--- config.mk ---
export PLATFORM = sky130hd
export DESIGN_NAME = seven_seg_capture
export DESIGN_NICKNAME = d
export VERILOG_FILES = /design/src/rtl/seven_seg_capture.sv
export SDC_FILE = /design/constraint.sdc
export NUM_CORES = 1
export LEC_CHECK = 0
export BUFFER_PORTS_ARGS = -buffer_cell sky130_fd_sc_hd__buf_4
export CAP_MARGIN = 10
export CORE_UTILIZATION = 40
export CTS_BUF_LIST = sky130_fd_sc_hd__clkbuf_4
export DETAILED_ROUTE_END_ITERATION = 6
export PLACE_DENSITY_LB_ADDON = 0.05
export SYNTH_ARGS = -nofsm -noshare
export SYNTH_HDL_FRONTEND = slang
export SYNTH_SLANG_ARGS = --single-unit
--- constraint.sdc ---
create_clock -name i_clk -period 2.87 [get_ports i_clk]
set_clock_uncertainty 0.1 [all_clocks]
set_input_delay 0.574 -clock i_clk [delete_from_list [all_inputs] [get_ports i_clk]]
set_output_delay 0.574 -clock i_clk [all_outputs]
set_load 0.05 [all_outputs]
--- src/rtl/seven_seg_capture.sv ---
// Display monitor: snoops multiplexed seven-segment drive lines and rebuilds the
// per-digit BCD value, dp and validity after synchronising and stability filtering.
module seven_seg_capture #(
    parameter int unsigned STABLE_CYCLES = 4
) (
    input  logic        i_clk,
    input  logic        i_rst_n,
    input  logic [7:0]  i_seg,
    input  logic [3:0]  i_dig,
    output logic [15:0] o_digits,
    output logic [3:0]  o_dp,
    output logic [3:0]  o_valid,
    output logic        o_update,
    output logic        o_err
);

    localparam int unsigned SAMPLE_W   = 12;
    localparam int unsigned CNT_W      = 8;
    localparam int unsigned NUM_DIGITS = 4;
    localparam logic [SAMPLE_W-1:0] SAMPLE_RST = {8'h00, 4'hF};
    localparam logic [CNT_W-1:0]    STABLE_CNT = CNT_W'(STABLE_CYCLES);

    logic [SAMPLE_W-1:0] sync1_q, sync2_q, prev_q;
    logic [CNT_W-1:0]    cnt_q, cnt_d;
    logic [15:0]         digits_q, digits_d;
    logic [3:0]          dp_q, dp_d;
    logic [3:0]          valid_q, valid_d;
    logic                update_q, update_d;
    logic                err_q, err_d;

    logic [7:0] s_seg;
    logic [3:0] s_dig;
    logic       changed;
    logic       commit;
    logic [1:0] sel;
    logic [3:0] code;

    // Segment pattern (a..g) back to BCD; blank maps to A, anything else to F.
    function automatic logic [3:0] decode_seg(input logic [6:0] pat);
        case (pat)
            7'b1111110: decode_seg = 4'h0;
            7'b0110000: decode_seg = 4'h1;
            7'b1101101: decode_seg = 4'h2;
            7'b1111001: decode_seg = 4'h3;
            7'b0110011: decode_seg = 4'h4;
            7'b1011011: decode_seg = 4'h5;
            7'b1011111: decode_seg = 4'h6;
            7'b1110000: decode_seg = 4'h7;
            7'b1111111: decode_seg = 4'h8;
            7'b1111011: decode_seg = 4'h9;
            7'b0000000: decode_seg = 4'hA;
            default:    decode_seg = 4'hF;
        endcase
    endfunction

    always_ff @(posedge i_clk or negedge i_rst_n) begin
        if (!i_rst_n) begin
            sync1_q  <= SAMPLE_RST;
            sync2_q  <= SAMPLE_RST;
            prev_q   <= SAMPLE_RST;
            cnt_q    <= '0;
            digits_q <= '0;
            dp_q     <= '0;
            valid_q  <= '0;
            update_q <= 1'b0;
            err_q    <= 1'b0;
        end else begin
            sync1_q  <= {i_seg, i_dig};
            sync2_q  <= sync1_q;
            prev_q   <= sync2_q;
            cnt_q    <= cnt_d;
            digits_q <= digits_d;
            dp_q     <= dp_d;
            valid_q  <= valid_d;
            update_q <= update_d;
            err_q    <= err_d;
        end
    end

    always_comb begin
        s_seg    = sync2_q[11:4];
        s_dig    = sync2_q[3:0];
        changed  = (sync2_q != prev_q);
        cnt_d    = cnt_q;
        digits_d = digits_q;
        dp_d     = dp_q;
        valid_d  = valid_q;
        update_d = 1'b0;
        err_d    = 1'b0;
        sel      = 2'd0;
        code     = decode_seg(s_seg[7:1]);

        if (changed) begin
            cnt_d = CNT_W'(1);
        end else if (cnt_q < STABLE_CNT) begin
            cnt_d = cnt_q + CNT_W'(1);
        end

        for (int unsigned n = 0; n < NUM_DIGITS; n++) begin
            if (!s_dig[n]) begin
                sel = 2'(n);
            end
        end

        // A change always reloads the counter, so with STABLE_CYCLES=1 a change alone marks arrival.
        commit = (cnt_d == STABLE_CNT) && (changed || (cnt_q != STABLE_CNT)) && $onehot(~s_dig);

        if (commit) begin
            digits_d[{sel, 2'b00} +: 4] = code;
            dp_d[sel]                   = s_seg[0];
            valid_d[sel]                = 1'b1;
            update_d = (digits_q[{sel, 2'b00} +: 4] != code) || (dp_q[sel] != s_seg[0]) || !valid_q[sel];
            err_d    = (code == 4'hF);
        end
    end

    assign o_digits = digits_q;
    assign o_dp     = dp_q;
    assign o_valid  = valid_q;
    assign o_update = update_q;
    assign o_err    = err_q;

endmodule

* Word-level counts from Yosys, hierarchy flattened
Cells that the tools add are included.
Cells by class: equal/unequal tests 17, reduce and logical (&&, ||, !) cells 8, mux-type cells 16, order comparisons 3, shift operators 3, add/subtract/negate cells 5, bitwise logic cells 2
Operator list (number):
- 7-bit == test, second input constant | 8
- 4-bit one-hot mux with 11 select lines | 1
- 16-bit bitwise mux | 1
- 8-bit two-way mux | 2
- 4-bit by 6-bit variable shift with 16-bit output, first input constant | 1
- 16-bit by 5-bit indexed part select with 4-bit output | 1
- 4-bit by 6-bit indexed part select with 16-bit output | 1
- 7-bit by 6-bit == test with 1-bit output, second input constant | 2
- 12-bit inequality test | 1
- 8-bit by 1-bit adder with 8-bit output, second input constant | 1
- 8-bit by 3-bit == test with 1-bit output, second input constant | 1
- 8-bit by 3-bit < comparator with 1-bit output, second input constant | 1
- 8-bit by 3-bit inequality test with 1-bit output, second input constant | 1
- 7-bit logical NOT | 1
- 1-bit two-way mux | 6
- 4-bit negation with 6-bit output | 1
- 1-bit by 1-bit adder with 2-bit output | 2
- 1-bit binary-select mux with 2-bit select | 2
- 4-bit bitwise mux | 1
- 4-bit == test, second input constant | 1
- 2-bit two-way mux | 2
- 4-bit inequality test | 1
- 4-bit inverter | 1
- 4-bit OR | 1
- other kinds (9) | 13
Word-level totals: input port bits 14, register bits after elaboration 70, output and inout bits 26

* Logic depth before layout (Yosys ltp)
Gate-level depths: netlist of run 1.
depth in word-level cells 9, mapped depth 10

* Least setup slack after synthesis of run 1
OpenSTA, ideal clock, no wires.
kind flip-flop to flip-flop, start point register sync2_q[2], end point register digits_q[4], in the netlist o_digits[4], path slack -271 ps, stages on the path, launching flop included 11, required time 2645 ps, data arrival time 2916 ps, path through dfstp_2 clkbuf_1 clkbuf_1 inv_1 ha_1 ha_1 nor3b_1 o2111a_1 nand3_2 nor3_4 mux2_2
Between the ends: cells in the longest elaborated chain, start to end 5
RTL lines:
- start, declared | RTL line 23 | logic [SAMPLE_W-1:0] sync1_q, sync2_q, prev_q;
- start signal, assigned | RTL line 69 | sync2_q <= sync1_q;
- 2-bit two-way mux, or another cell as far along (2 in a row) | RTL line 100 | if (!s_dig[n]) begin
- 4-bit negation with 6-bit output, or another cell as far along | RTL line 109 | digits_d[{sel, 2'b00} +: 4] = code;
- 4-bit by 6-bit indexed part select with 16-bit output, or another cell as far along | RTL line 109
- 16-bit bitwise mux or 1-bit logical AND (tied branches) | RTL line 109, 106
- end signal, assigned | RTL line 72 | digits_q <= digits_d;
- end, declared | RTL line 25 | logic [15:0] digits_q, digits_d;
Parallel ways exist; a longest one is shown, timed or not. A chain may end at the register's enable or synchronous reset.

* Worst setup path after layout of run 1
start point register sync2_q[3], end point register digits_q[7], in the netlist o_digits[7]
Between the ends: cells in the longest elaborated chain, start to end 5
RTL lines:
- parallel branches: the longest is 5 deep, another holds 4-bit negation with 6-bit output
Parallel ways; which one is timed is not known.

==> impl_metrics.yaml, run 1 <==
timing:
  min_period_ns: 2.816
  fmax_ghz: 0.3552
  fin_hold_ws_ns: 0.1295
  drv_slew: 0
  setup_viol: 0
  period_share_pct: 98.11
  rsz0062_at_grt: "yes"
  hold_viol: 0
  slew_headroom_pct: 41.97
  worst_pin_slew_ns: 0.8704
global_routing:
  grt_usage_pct: 16.88
  antenna_found_initial: 0
  grt_pass1_vias: 1897
  grt_first_pass_wirelength_um: 9577
  overflow: 0
  grt_max_degree: 71
power:
  vdd_drop_max_v: 0.0002858
  p_leak_nw: 1.768
  finalPower_mw: 1.820
  pwr_density_cell_nw_per_um2: 485.6
cells_and_area:
  drive_gt1_share_pct: 43.15
  fin_nets: 306
  seqCellArea_um2: 1767
  syn_to_final_growth_pct: 25.57
  multi_input_area_um2: 1216
  nFillCells: 663
  diodes: 0
cts:
  cts-buffers-inserted: 9
  cts_max_path_buffers: 2
  cts_tree: "yes"
  path_clk_slew_ns: 0.12
  clockRootBuffer: "clkbuf_4"
  cts_sinks: 70
  h-tree-depth: 3
  clock_latency_ns: 0.41
route:
  avgRoutedWirePerCell_um: 14.82
  routed_wirelength_um: 5796
  drt_pass1_iterations: 6
  ant_nets: 0
  viasPerCell: 4.905
  vias: 1918
  drc: 0
  drt_iter0_markers: 118
worst_setup_path:
  setup.worst_path.start_class: "flop"
  crit_type: "reg2reg"
  rr_worst_depth: 10
  arrival_ns: 3.02
  reg2reg_slack_ns: 0.05
  cp-end-kind: "flop"
  worstPathMaxFanout: 4
  required_ns: 3.07
place:
  hpwl_um: 3846
  port_buffers: 39
  gp_congestion: 0.7748
synthesis:
  synth.most_common_cell: "dfrtp_1"
  synth_ff_type: "dfrtp_1"
  yosysUniqueCellTypes: 49
  synth.ff_latch_count: 70
  synth_area_leader_cell: "dfrtp_1"
  syn_area_per_cell_um2: 12.98
  synth_fp_nets: 249
  syn_inst: 230
  yosys.area.top_type_share_pct: 48.62
  synthTopCellsByArea: "dfrtp_1 (49%), dfstp_2 (11%), mux2_2 (7.5%), xnor2_1 (5.0%), mux2i_1 (2.3%)"
  yosys_warnings: 0
  async_reset_ff_share_pct: 100.0
  netlist_top_cells_count: "dfrtp_1 (58), mux2_2 (20), xnor2_1 (17), dfstp_2 (12)"
  synthesis.area_um2: 2985
  yosysSeqAreaShare_pct: 59.18
  synth_edf_count: 0
die:
  design.core.area_um2: 7214
  ioPinCount: 40
  dieArea_um2: 7813
  initial_core_util_pct: 41.38
  die_x_um: 88.39
  rows: 31
  die_h_um: 88.39
run:
  max_cap_violations: 0
status:
  outcome: "finished, final reports clean"
min_path:
  hold_path_class: "in2async"
==> placed cells by master (no fill, tap or decap), types with 3 or more instances in the layout <==
cell type	instances
dfstp_2	12
buf_4	54
and2_1	6
clkbuf_4	12
and3_1	3
buf_6	4
mux2_4	16
or2_2	4
nor2b_1	3
dfrtp_1	58
a21oi_1	8
nand4_1	6
nor3_1	3
nor2_1	9
mux2i_1	7
o21ai_0	4
mux2_2	5
inv_1	9
xnor2_1	17
nand2_1	6
nand2b_1	3
==> path summary, 6_finish.rpt <==
| check | from | to |
|---|---|---|
| min in group i_clk | i_seg[7] | sync1_q[11] |
| max | sync2_q[3] | o_digits[7] |
| min reg2reg | sync1_q[6] | sync2_q[6] |
| max reg2reg | sync2_q[3] | o_digits[7] |
| max in group asynchronous | i_rst_n | cnt_q[1] |
| min | i_rst_n | cnt_q[6] |
==> cell families after synthesis <==
logic type | count (synthesis) | synth area share (%)
AOI/OAI and AO/OA | 30 | 7.754
xor gates and xnor gates | 18 | 5.281
adders and majority gates | 5 | 2.347
buffers and inverters | 22 | 3.352
DFF | 70 | 59.18
muxes | 28 | 10.39
and+or+nand+nor | 57 | 11.69
==> critical path: stages, from the launching register on <==
cell	delay, ns
dfstp_2	0.56
fa_1	0.41
inv_1	0.07
ha_2	0.18
ha_4	0.21
nor3b_4	0.19
o2111a_2	0.26
nand3_4	0.12
nor3_4	0.17
buf_6	0.15
mux2_4	0.29
==> layer usage <==
layer | GRT usage, % | share of wire (%) | wire length (µm)
met1 | 23.99 | 51 | 2958
met2 | 23.29 | 43 | 2471
met3 | 4.011 | 3.5 | 200
met4 | 10.26 | 2.8 | 165
met5 | 0 | 0 | 0
==> what timing repair did <==
action / CTS / global route
resized for setup: 4 / 20
buffers inserted: 12 / 0
endpoints found under the setup margin: 15 / 22
hold buffers: 0 / 0
pin swaps: 3 / 5
cloned: 0 / 0
==> flip-flops by register name, indices dropped and copies added, names as in the netlist <==
register and flops:
o_digits 16, prev_q 12, sync1_q 12, sync2_q 12
cnt_q 8, o_dp 4, o_valid 4, o_err 1
o_update 1
==> final cells by class <==
| cell class | instances | area share (%) |
|---|---|---|
| clock inverters | 4 | 1.268 |
| repair buffers | 59 | 12.55 |
| inverters | 9 | 0.9012 |
| clock buffers | 12 | 2.403 |
| flip-flops and latches | 70 | 47.13 |
| well taps | 99 | 3.304 |
| multi-input cells | 138 | 32.44 |
==> through the flow <==
step                      setup WS (ns)  util [%]  cell area (µm²)  std cells  TNS [ns]
after global placement         -0.01640     47.73             3443        366   -0.1872
after detailed placement       -0.07633     47.73             3443        366   -0.6563
after CTS                       0.02473     50.99             3679        393         0
after floorplan                0.002526         -             3003        230         0
after global routing           -0.06872     51.96             3749        391   -0.6016
final                           0.05438     51.96             3749        391         0
==> report_power, final <==
part,leakage [nW],switching (mW),internal [mW]
clock,0.0789,0.339,0.293
combinational,0.813,0.0700,0.0773
sequential,0.876,0.0230,1.02
total,1.77,0.432,1.39
Power figures use the tool's default switching activity.
==> inputs of run 2 (changes only) <==
--- a/config.mk
+++ b/config.mk
@@ -11,6 +11,7 @@
 export CTS_BUF_LIST = sky130_fd_sc_hd__clkbuf_4
 export DETAILED_ROUTE_END_ITERATION = 6
 export PLACE_DENSITY_LB_ADDON = 0.05
+export SETUP_SLACK_MARGIN = 0.2
 export SYNTH_ARGS = -nofsm -noshare
 export SYNTH_HDL_FRONTEND = slang
 export SYNTH_SLANG_ARGS = --single-unit
==> run 2 against run 1 <==
Die area unchanged. Clock power is 11% higher. Cell count grew 1.0%. Critical endpoint is now o_digits[10]. Highest routed layer unchanged.
==> impl_metrics.yaml, run 2 (synthesized netlist as in run 1, its figures left out) <==
die:
  ioPinCount: 40
  initial_core_util_pct: 41.38
  die_x_um: 88.39
  dieArea_um2: 7813
  design.core.area_um2: 7214
  rows: 31
  die_h_um: 88.39
worst_setup_path:
  r2r_start: "sync2_q[3]"
  crit_type: "reg2reg"
  arrival_ns: 3.05
  worstSetupStartpoint: "sync2_q[3]"
  reg2reg_slack_ns: 0.006
  regToRegEndpoint: "o_digits[10]"
  required_ns: 3.05
  cp-end-kind: "flop"
  rr_worst_depth: 10
  worstPathMaxFanout: 6
  setup.worst_path.start_class: "flop"
cells_and_area:
  layout_common_cells: "dfrtp_1 (58), buf_4 (48), mux2_4 (21)"
  finalCoreUtilization_pct: 53.54
  syn_to_final_growth_pct: 29.38
  fin_nets: 310
  final_common_cell: "dfrtp_1"
  drive_gt1_share_pct: 44.26
  largest_reg_flops: 16
  fin_cells: 395
  design_area_um2: 3862
  diodes: 0
global_routing:
  grt_max_degree: 71
  antenna_found_initial: 0
  overflow: 0
  grt_usage_pct: 17.20
  grt_pass1_vias: 1936
  grt_first_pass_wirelength_um: 9818
timing:
  rsz0062_at_grt: "yes"
  fin_hold_ws_ns: 0.1556
  setup_viol: 0
  drv_slew: 0
  fin_ws_ns: 0.005826
  tns_ns: 0
  fmax_ghz: 0.3491
  period_share_pct: 99.80
  slew_headroom_pct: 42.96
  worst_pin_slew_ns: 0.8556
  hold_viol: 0
  min_period_ns: 2.864
place:
  hpwl_um: 3917
  place_inst: 366
  placed_area_um2: 3443
  port_buffers: 39
  gp_congestion: 0.8305
  pre_cts_ws_ns: -0.05234
status:
  outcome: "finished, final reports clean"
cts:
  cts_tree: "yes"
  cts_max_path_buffers: 2
  postCtsHoldBufs: 0
  path_clk_slew_ns: 0.12
  cts-buffers-inserted: 9
  cts_sinks: 70
  h-tree-depth: 3
  clockRootBuffer: "clkbuf_4"
  clock_latency_ns: 0.41
run:
  max_cap_violations: 0
route:
  drc: 0
  vias: 1944
  avgRoutedWirePerCell_um: 15.30
  top_layer_used: "met4"
  viasPerCell: 4.922
  wl_met3_um: 208
  drt_iter0_markers: 101
  drt_pass1_iterations: 4
  wl_met2_um: 2660
  wirelength_met1_um: 2998
  routed_wirelength_um: 6045
  ant_nets: 0
power:
  finalPower_mw: 1.926
  p_leak_nw: 1.813
  pwr_density_cell_nw_per_um2: 498.6
  vdd_drop_max_v: 0.0003146
min_path:
  min-delay-start: "i_dig[2]"
  hold_path_class: "in2reg"
  min_path_cells: 1
  whs_endpoint: "sync1_q[2]"
run 2: worst max path at each step:
stage                    to  slack [ns]  cells after the start
2_1_floorplan   o_digits[4]        0.08                      9
3_3_place_gp        o_dp[1]      -0.009                      9
5_1_grt            o_update       -0.15                     16
4_1_cts        o_digits[10]      -0.003                     10
6_report       o_digits[10]       0.006                     10
3_5_place_dp    o_digits[5]       -0.05                      9
run 2: layout make-up:
class,count,area [µm²]
fill,623,3352
sequential,70,1767
multi-input combinational,138,1244
timing repair buffer,63,538.0
tap,99,123.9
clock buffer,11,82.58
clock inverter,5,73.82
inverter,9,33.78
run 2: power breakdown:
group	total (mW)	switching, mW	internal [mW]
Clock	0.704	0.336	0.368
Sequential	1.04	0.0229	1.02
Combinational	0.180	0.0807	0.0995
Total	1.93	0.440	1.49
run 2: timing repair:
action / 4_1_cts / 5_1_grt
buffers inserted: 13 / 0
endpoints found under the setup margin: 21 / 25
pin swaps: 4 / 6
gates cloned: 0 / 0
resized for setup: 25 / 16
run 2: metal layers:
metal,up-vias,track usage (%)
met3,16,3.918
li1,934,-
met5,-,0
met2,51,25.10
met4,0,9.677
met1,943,23.70
run 2: worst max-delay path, cell delays in order (launching register included):
cell	delay, ns
dfstp_2	0.56
fa_1	0.42
inv_2	0.08
ha_4	0.13
ha_4	0.20
nor3b_4	0.19
o2111a_2	0.27
nand3_4	0.10
buf_12	0.15
nor2_4	0.23
mux2_4	0.33
